[config.mk]
export PLATFORM = sky130hd
export DESIGN_NAME = ps2_keycode_decoder
export DESIGN_NICKNAME = d
export VERILOG_FILES = /design/src/rtl/ps2_keycode_decoder.sv
export SDC_FILE = /design/constraint.sdc
export NUM_CORES = 1
export LEC_CHECK = 0
export BUFFER_PORTS_ARGS = -buffer_cell sky130_fd_sc_hd__buf_2
export CORE_MARGIN = 2
export CORE_UTILIZATION = 55
export CTS_CLUSTER_SIZE = 28
export DETAILED_ROUTE_END_ITERATION = 16
export PLACE_DENSITY = 0.73
export SYNTH_ARGS = -nofsm -noshare
export SYNTH_HDL_FRONTEND = slang
export SYNTH_SLANG_ARGS = --single-unit
[constraint.sdc]
create_clock -name inclock -period 4.5 [get_ports inclock]
set_input_delay 0.45 -clock inclock [delete_from_list [all_inputs] [get_ports inclock]]
set_output_delay 0.45 -clock inclock [all_outputs]
set_load 0.05 [all_outputs]
[src/rtl/ps2_keycode_decoder.sv]
// ps2_keycode_decoder
//   Turns PS/2 set-2 scan-code bytes into ASCII characters. It tracks the
//   E0/F0/E1 prefixes, the shift and caps-lock state and the make-code
//   mapping. Decoded characters go into a first-word-fall-through FIFO.
// Ports:
//   inclock      - system clock, rising edge
//   resetn       - synchronous active-low reset
//   key_data     - scan-code byte from the PS/2 receiver
//   key_pressed  - byte-available level from the receiver; only its rising edge is used
//   ascii_ready  - consumer pops the head entry when ascii_valid is also high
//   ascii_data   - head-of-FIFO character (0x00 when empty)
//   ascii_valid  - FIFO non-empty
//   fifo_count   - FIFO occupancy
//   shift_active - left or right shift held
//   caps_lock    - caps-lock toggle state
//   overflow     - sticky: a character was dropped on a full FIFO
module ps2_keycode_decoder #(
    parameter int FIFO_DEPTH_LOG2 = 3
) (
    input  logic                     inclock,
    input  logic                     resetn,
    input  logic [7:0]               key_data,
    input  logic                     key_pressed,
    input  logic                     ascii_ready,
    output logic [7:0]               ascii_data,
    output logic                     ascii_valid,
    output logic [FIFO_DEPTH_LOG2:0] fifo_count,
    output logic                     shift_active,
    output logic                     caps_lock,
    output logic                     overflow
);

    localparam int DEPTH = 1 << FIFO_DEPTH_LOG2;

    typedef enum logic [2:0] {IDLE, EXT, BRK, EXT_BRK, IGN} state_t;

    state_t                     state;
    logic   [2:0]               ign_cnt;
    logic                       key_prev;
    logic                       shift_l;
    logic                       shift_r;
    logic   [7:0]               mem [DEPTH];
    logic   [FIFO_DEPTH_LOG2-1:0] wr_ptr;
    logic   [FIFO_DEPTH_LOG2-1:0] rd_ptr;

    logic       accept;
    logic       push;
    logic [7:0] push_char;
    logic       full;
    logic       pop;
    logic       do_push;
    logic [8:0] base_hit;
    logic [8:0] ext_hit;

    // Returns {hit, char}. Letters come back in the requested case.
    function automatic logic [8:0] base_map(input logic [7:0] code, input logic upper);
        logic [7:0] c;
        logic       letter;
        c      = 8'h00;
        letter = 1'b1;
        case (code)
            8'h1C: c = "A";  8'h32: c = "B";  8'h21: c = "C";  8'h23: c = "D";
            8'h24: c = "E";  8'h2B: c = "F";  8'h34: c = "G";  8'h33: c = "H";
            8'h43: c = "I";  8'h3B: c = "J";  8'h42: c = "K";  8'h4B: c = "L";
            8'h3A: c = "M";  8'h31: c = "N";  8'h44: c = "O";  8'h4D: c = "P";
            8'h15: c = "Q";  8'h2D: c = "R";  8'h1B: c = "S";  8'h2C: c = "T";
            8'h3C: c = "U";  8'h2A: c = "V";  8'h1D: c = "W";  8'h22: c = "X";
            8'h35: c = "Y";  8'h1A: c = "Z";
            default: letter = 1'b0;
        endcase
        if (letter) begin
            return {1'b1, upper ? c : (c | 8'h20)};
        end
        case (code)
            8'h45: return {1'b1, 8'h30};
            8'h16: return {1'b1, 8'h31};
            8'h1E: return {1'b1, 8'h32};
            8'h26: return {1'b1, 8'h33};
            8'h25: return {1'b1, 8'h34};
            8'h2E: return {1'b1, 8'h35};
            8'h36: return {1'b1, 8'h36};
            8'h3D: return {1'b1, 8'h37};
            8'h3E: return {1'b1, 8'h38};
            8'h46: return {1'b1, 8'h39};
            8'h29: return {1'b1, 8'h20};
            8'h5A: return {1'b1, 8'h0D};
            8'h66: return {1'b1, 8'h08};
            8'h4E: return {1'b1, 8'h2D};
            8'h49: return {1'b1, 8'h2E};
            8'h54: return {1'b1, 8'h5B};
            8'h5B: return {1'b1, 8'h5D};
            default: return 9'h000;
        endcase
    endfunction

    function automatic logic [8:0] ext_map(input logic [7:0] code);
        case (code)
            8'h75:   return {1'b1, 8'h11};
            8'h72:   return {1'b1, 8'h12};
            8'h6B:   return {1'b1, 8'h13};
            8'h74:   return {1'b1, 8'h14};
            8'h5A:   return {1'b1, 8'h0D};
            default: return 9'h000;
        endcase
    endfunction

    assign accept       = key_pressed && !key_prev;
    assign shift_active = shift_l | shift_r;
    assign ascii_valid  = (fifo_count != '0);
    assign ascii_data   = ascii_valid ? mem[rd_ptr] : 8'h00;
    assign full         = (fifo_count == (FIFO_DEPTH_LOG2+1)'(DEPTH));
    assign pop          = ascii_valid && ascii_ready;
    assign do_push      = push && (!full || pop);
    assign base_hit     = base_map(key_data, shift_active ^ caps_lock);
    assign ext_hit      = ext_map(key_data);

    // Prefix bytes and modifiers are absent from both maps, so they never push.
    always_comb begin
        push      = 1'b0;
        push_char = '0;
        if (accept) begin
            if (state == IDLE) begin
                push      = base_hit[8];
                push_char = base_hit[7:0];
            end else if (state == EXT && key_data != 8'hF0) begin
                push      = ext_hit[8];
                push_char = ext_hit[7:0];
            end
        end
    end

    always_ff @(posedge inclock) begin
        if (!resetn) begin
            state     <= IDLE;
            ign_cnt   <= '0;
            key_prev  <= 1'b0;
            shift_l   <= 1'b0;
            shift_r   <= 1'b0;
            caps_lock <= 1'b0;
        end else begin
            key_prev <= key_pressed;
            if (accept) begin
                case (state)
                    IDLE: begin
                        case (key_data)
                            8'hE0: state <= EXT;
                            8'hF0: state <= BRK;
                            8'hE1: begin
                                state   <= IGN;
                                ign_cnt <= 3'd7;
                            end
                            8'h12: shift_l   <= 1'b1;
                            8'h59: shift_r   <= 1'b1;
                            8'h58: caps_lock <= ~caps_lock;
                            default: ;
                        endcase
                    end
                    EXT: state <= (key_data == 8'hF0) ? EXT_BRK : IDLE;
                    BRK: begin
                        if (key_data == 8'h12) shift_l <= 1'b0;
                        if (key_data == 8'h59) shift_r <= 1'b0;
                        state <= IDLE;
                    end
                    EXT_BRK: state <= IDLE;
                    IGN: begin
                        ign_cnt <= ign_cnt - 3'd1;
                        if (ign_cnt == 3'd1) state <= IDLE;
                    end
                    default: state <= IDLE;
                endcase
            end
        end
    end

    // When full, wr_ptr equals rd_ptr, so a push with pop overwrites the
    // slot that is leaving in the same cycle.
    always_ff @(posedge inclock) begin
        if (!resetn) begin
            wr_ptr     <= '0;
            rd_ptr     <= '0;
            fifo_count <= '0;
            overflow   <= 1'b0;
        end else begin
            if (do_push) begin
                mem[wr_ptr] <= push_char;
                wr_ptr      <= wr_ptr + 1'b1;
            end
            if (pop) begin
                rd_ptr <= rd_ptr + 1'b1;
            end
            if (push && full && !pop) begin
                overflow <= 1'b1;
            end
            case ({do_push, pop})
                2'b10:   fifo_count <= fifo_count + 1'b1;
                2'b01:   fifo_count <= fifo_count - 1'b1;
                default: ;
            endcase
        end
    end

endmodule

==> impl_metrics.py <==
metrics = {
    "run_status": {
        "status": "complete, no violations",
    },
    "flow_run": {
        "maxCapViolations": 0,
    },
    "final_layout": {
        "final_area_mm2": 0.00511,
        "seqCellArea_mm2": 0.00216,
        "final_cell_mix": "56 x edfxtp_1, 31 x nand2_1, 27 x nor2_1",
        "final_layout_size_suffix_gt1_frac": 0.215,
        "area_growth_pct": 7.47,
        "final_common_cell": "edfxtp_1",
        "multiInputGateArea_mm2": 0.00238,
        "fill_cells": 669,
        "finish.utilization": 0.616,
        "finalNetCount": 461,
        "n_antenna_cell": 0,
    },
    "worst_setup_path": {
        "worstPathArrival_ns": 3.75,
        "r2r-end": "fifo_count[3]$_SDFFE_PN0P_",
        "crit_path_max_fanout": 27,
        "cp_data_required_time_ns": 4.72,
        "ff2ff_path_depth": 13,
        "critPathKind": "input pin to flip-flop",
        "r2r_start": "key_prev$_SDFF_PN0_",
        "r2r_slack_ns": 1.37,
        "end_kind": "flip-flop",
        "worst_setup_path_start_kind": "input pin",
    },
    "pwr": {
        "power.leakage_nw": 1.77,
        "powerDensity_mw_per_mm2": 424,
        "power_mw": 2.17,
        "p_int_mw": 1.38,
        "p_seq_frac": 0.404,
        "power_switching_mw": 0.790,
        "netSwitchingFraction": 0.365,
        "comb_power_share": 0.331,
        "p_clk_frac": 0.264,
        "irDropWorstVdd_uv": 218,
    },
    "clock_tree": {
        "cts_resized": 0,
        "cts_max_level": 3,
        "cts_tree": "yes",
        "cts_hold_buf": 0,
        "clock_latency_ns": 0.34,
        "cts_buffer_depth": 2,
        "cts.sinks": 80,
        "cts.clk_slew.worst_paths_ns": 0.08,
        "cts_buffers": 9,
        "post_cts_buffers": 0,
        "cts-root-buf": "clkbuf_8",
    },
    "min_path": {
        "min_to": "key_prev$_SDFF_PN0_",
        "worstHoldPathCells": 2,
        "min_from": "key_pressed",
        "hp-class": "input pin to flip-flop",
    },
    "logic_synthesis": {
        "synth_cell_types": 82,
        "synth_mux_area_frac": 0.0978,
        "yosys.area_share.simple": 0.236,
        "synth_top_family_by_area": "simple AND/OR/NAND/NOR gates",
        "synth_top_cell_area_share": 0.353,
        "syn_inst": 428,
        "synth_compound_area_frac": 0.127,
        "syn_avg_cell_area_um2": 11.1,
        "ys_warn_count": 0,
        "synth-xor-area-share": 0.0184,
        "synth-adder-area-share": 0.0200,
        "synth_top_area_cell": "edfxtp_1",
        "ys_seq_area_frac": 0.454,
        "async_reset_ff_frac": 0,
        "synth_nets": 447,
        "netlist_area_mm2": 0.00476,
        "synth_ff_type": "edfxtp_1",
        "synth_area_leaders": "edfxtp_1 35%, dfxtp_1 10%, mux4_2 6.6%",
        "synth.ff_latch_count": 80,
        "synth_edf_count": 56,
    },
    "die": {
        "io_pins": 28,
        "die_w_um": 97,
        "start_util": 0.573,
        "die_area_mm2": 0.00941,
        "rows": 33,
        "die_y_um": 97,
        "coreArea_mm2": 0.00830,
    },
    "global_route": {
        "antenna_found_initial": 0,
        "grt_pass1_vias": 3316,
        "grt_max_degree": 36,
        "grt_overflow": 0,
        "grt_usage": 0.212,
        "grt_pass1_wl_um": 16500,
    },
    "drt": {
        "postRouteAntennaNets": 0,
        "remaining_drc_errors": 0,
        "wl_um": 9680,
        "vias": 3428,
        "vias_per_cell": 6.21,
        "firstDrtPassIters": 4,
        "drtIter0Drc": 259,
        "wl_per_cell_um": 17.5,
    },
    "placed_design": {
        "gp_congestion": 0.977,
        "dpl_cell_area_mm2": 0.00489,
        "hpwlAfterDp_um": 6950,
        "port_buffers": 26,
    },
    "sta": {
        "rsz0062_at_grt": "no",
        "slew_violations": 0,
        "fin_skew_ns": 0.0106,
        "worstMarginPinSlew_ns": 0.974,
        "max_freq_mhz": 284,
        "layout_min_cycle_time_ns": 3.52,
        "slew_headroom": 0.346,
        "hold_viol": 0,
        "setup_viol": 0,
        "timing.final.crit_share": 0.783,
        "final.setup.tns_ns": 0,
    },
}
==> worst max path at each step <==
stage | from | cells past startpoint | end | slack (ns)
floorplan | key_data[3] | 15 | fifo_count[3]$_SDFFE_PN0P_ | 1.39
detailed placement | key_data[4] | 14 | fifo_count[3]$_SDFFE_PN0P_ | 0.66
global route | key_data[5] | 14 | fifo_count[3]$_SDFFE_PN0P_ | 0.64
finish | key_data[4] | 14 | fifo_count[3]$_SDFFE_PN0P_ | 0.98
global placement | key_data[4] | 14 | fifo_count[3]$_SDFFE_PN0P_ | 0.78
CTS | key_data[4] | 14 | fifo_count[3]$_SDFFE_PN0P_ | 1.01
==> area by class of cell <==
| cell class | count | share of cell area |
|---|---|---|
| timing repair buffer | 33 | 0.0357 |
| clock inverter | 6 | 0.0181 |
| inverter | 10 | 0.00734 |
| sequential | 80 | 0.423 |
| clock buffer | 10 | 0.0250 |
| tap | 105 | 0.0257 |
| multi-input combinational | 308 | 0.465 |
==> flip-flops by register name, summed over array words and instances (netlist names), named ones only <==
name	cells
shift_r	1
ign_cnt	3
key_prev	1
caps_lock	1
state	3
wr_ptr	3
mem	56
shift_l	1
overflow	1
fifo_count	4
rd_ptr	3
==> logic make-up after synthesis <==
kind of cell / after synthesis
other cells: 1
buf+inv: 40
mux: 29
compound gates: 80
xor+xnor: 10
simple gates: 181
fa+ha+maj: 7
flops: 80
==> metrics by stage <==
stage               setup WS, ns  std cells  hold slack, ns
floorplan                   1.39        428           0.464
global placement           0.784        536           0.477
detailed placement         0.665        536           0.497
CTS                         1.01        552           0.314
global route               0.641        552           0.344
finish                     0.977        552           0.326
==> cells in the mapped netlist (all sizes together) (3+ instances only) <==
| cell | instances |
|---|---|
| edfxtp | 56 |
| nand2 | 32 |
| nor2 | 28 |
| dfxtp | 24 |
| nand3 | 23 |
| buf | 21 |
| o21ai | 21 |
| nor3 | 16 |
| mux2i | 15 |
| mux4 | 14 |
| nor2b | 14 |
| a21oi | 11 |
| nand2b | 11 |
| inv | 10 |
| clkbuf | 9 |
| a31oi | 8 |
| and2 | 7 |
| nor3b | 7 |
| nor4b | 7 |
| xnor2 | 7 |
| ha | 6 |
| nand4 | 6 |
| a21boi | 5 |
| and3 | 5 |
| nand3b | 4 |
| nor4 | 4 |
| o211ai | 4 |
| a21o | 3 |
| a22oi | 3 |
| a311oi | 3 |
| and3b | 3 |
| o31ai | 3 |
| xor2 | 3 |
==> worst max-delay path: stages <==
cell and delay, ns:
buf_2 0.44, nor4b_2 0.63, o211ai_1 0.22, nand4_2 0.19, nor4_4 0.09, a31oi_4 0.34, nand2b_4 0.22, inv_1 0.06
ha_1 0.29, a21o_1 0.19, a21oi_1 0.28, nor3b_1 0.09, mux2i_1 0.16, o211ai_1 0.10
==> per-layer routing <==
layer,part of all wire,vias up,GRT usage
li1,-,1647,-
met1,0.43,1653,0.286
met2,0.51,118,0.360
met3,0.048,10,0.0296
met4,0.011,0,0.0628
met5,0,-,0
==> power groups by stage <==
stage                     registers [mW]  clock network (mW)  logic (mW)
after global routing               0.890               0.617       0.776
after floorplan                    0.894                   0       0.576
final                              0.876               0.573       0.717
after detailed placement           0.896                   0       0.720
after CTS                          0.879               0.585       0.722
after global placement             0.893                   0       0.706
Note: power is estimated with default switching activity, not from simulation.
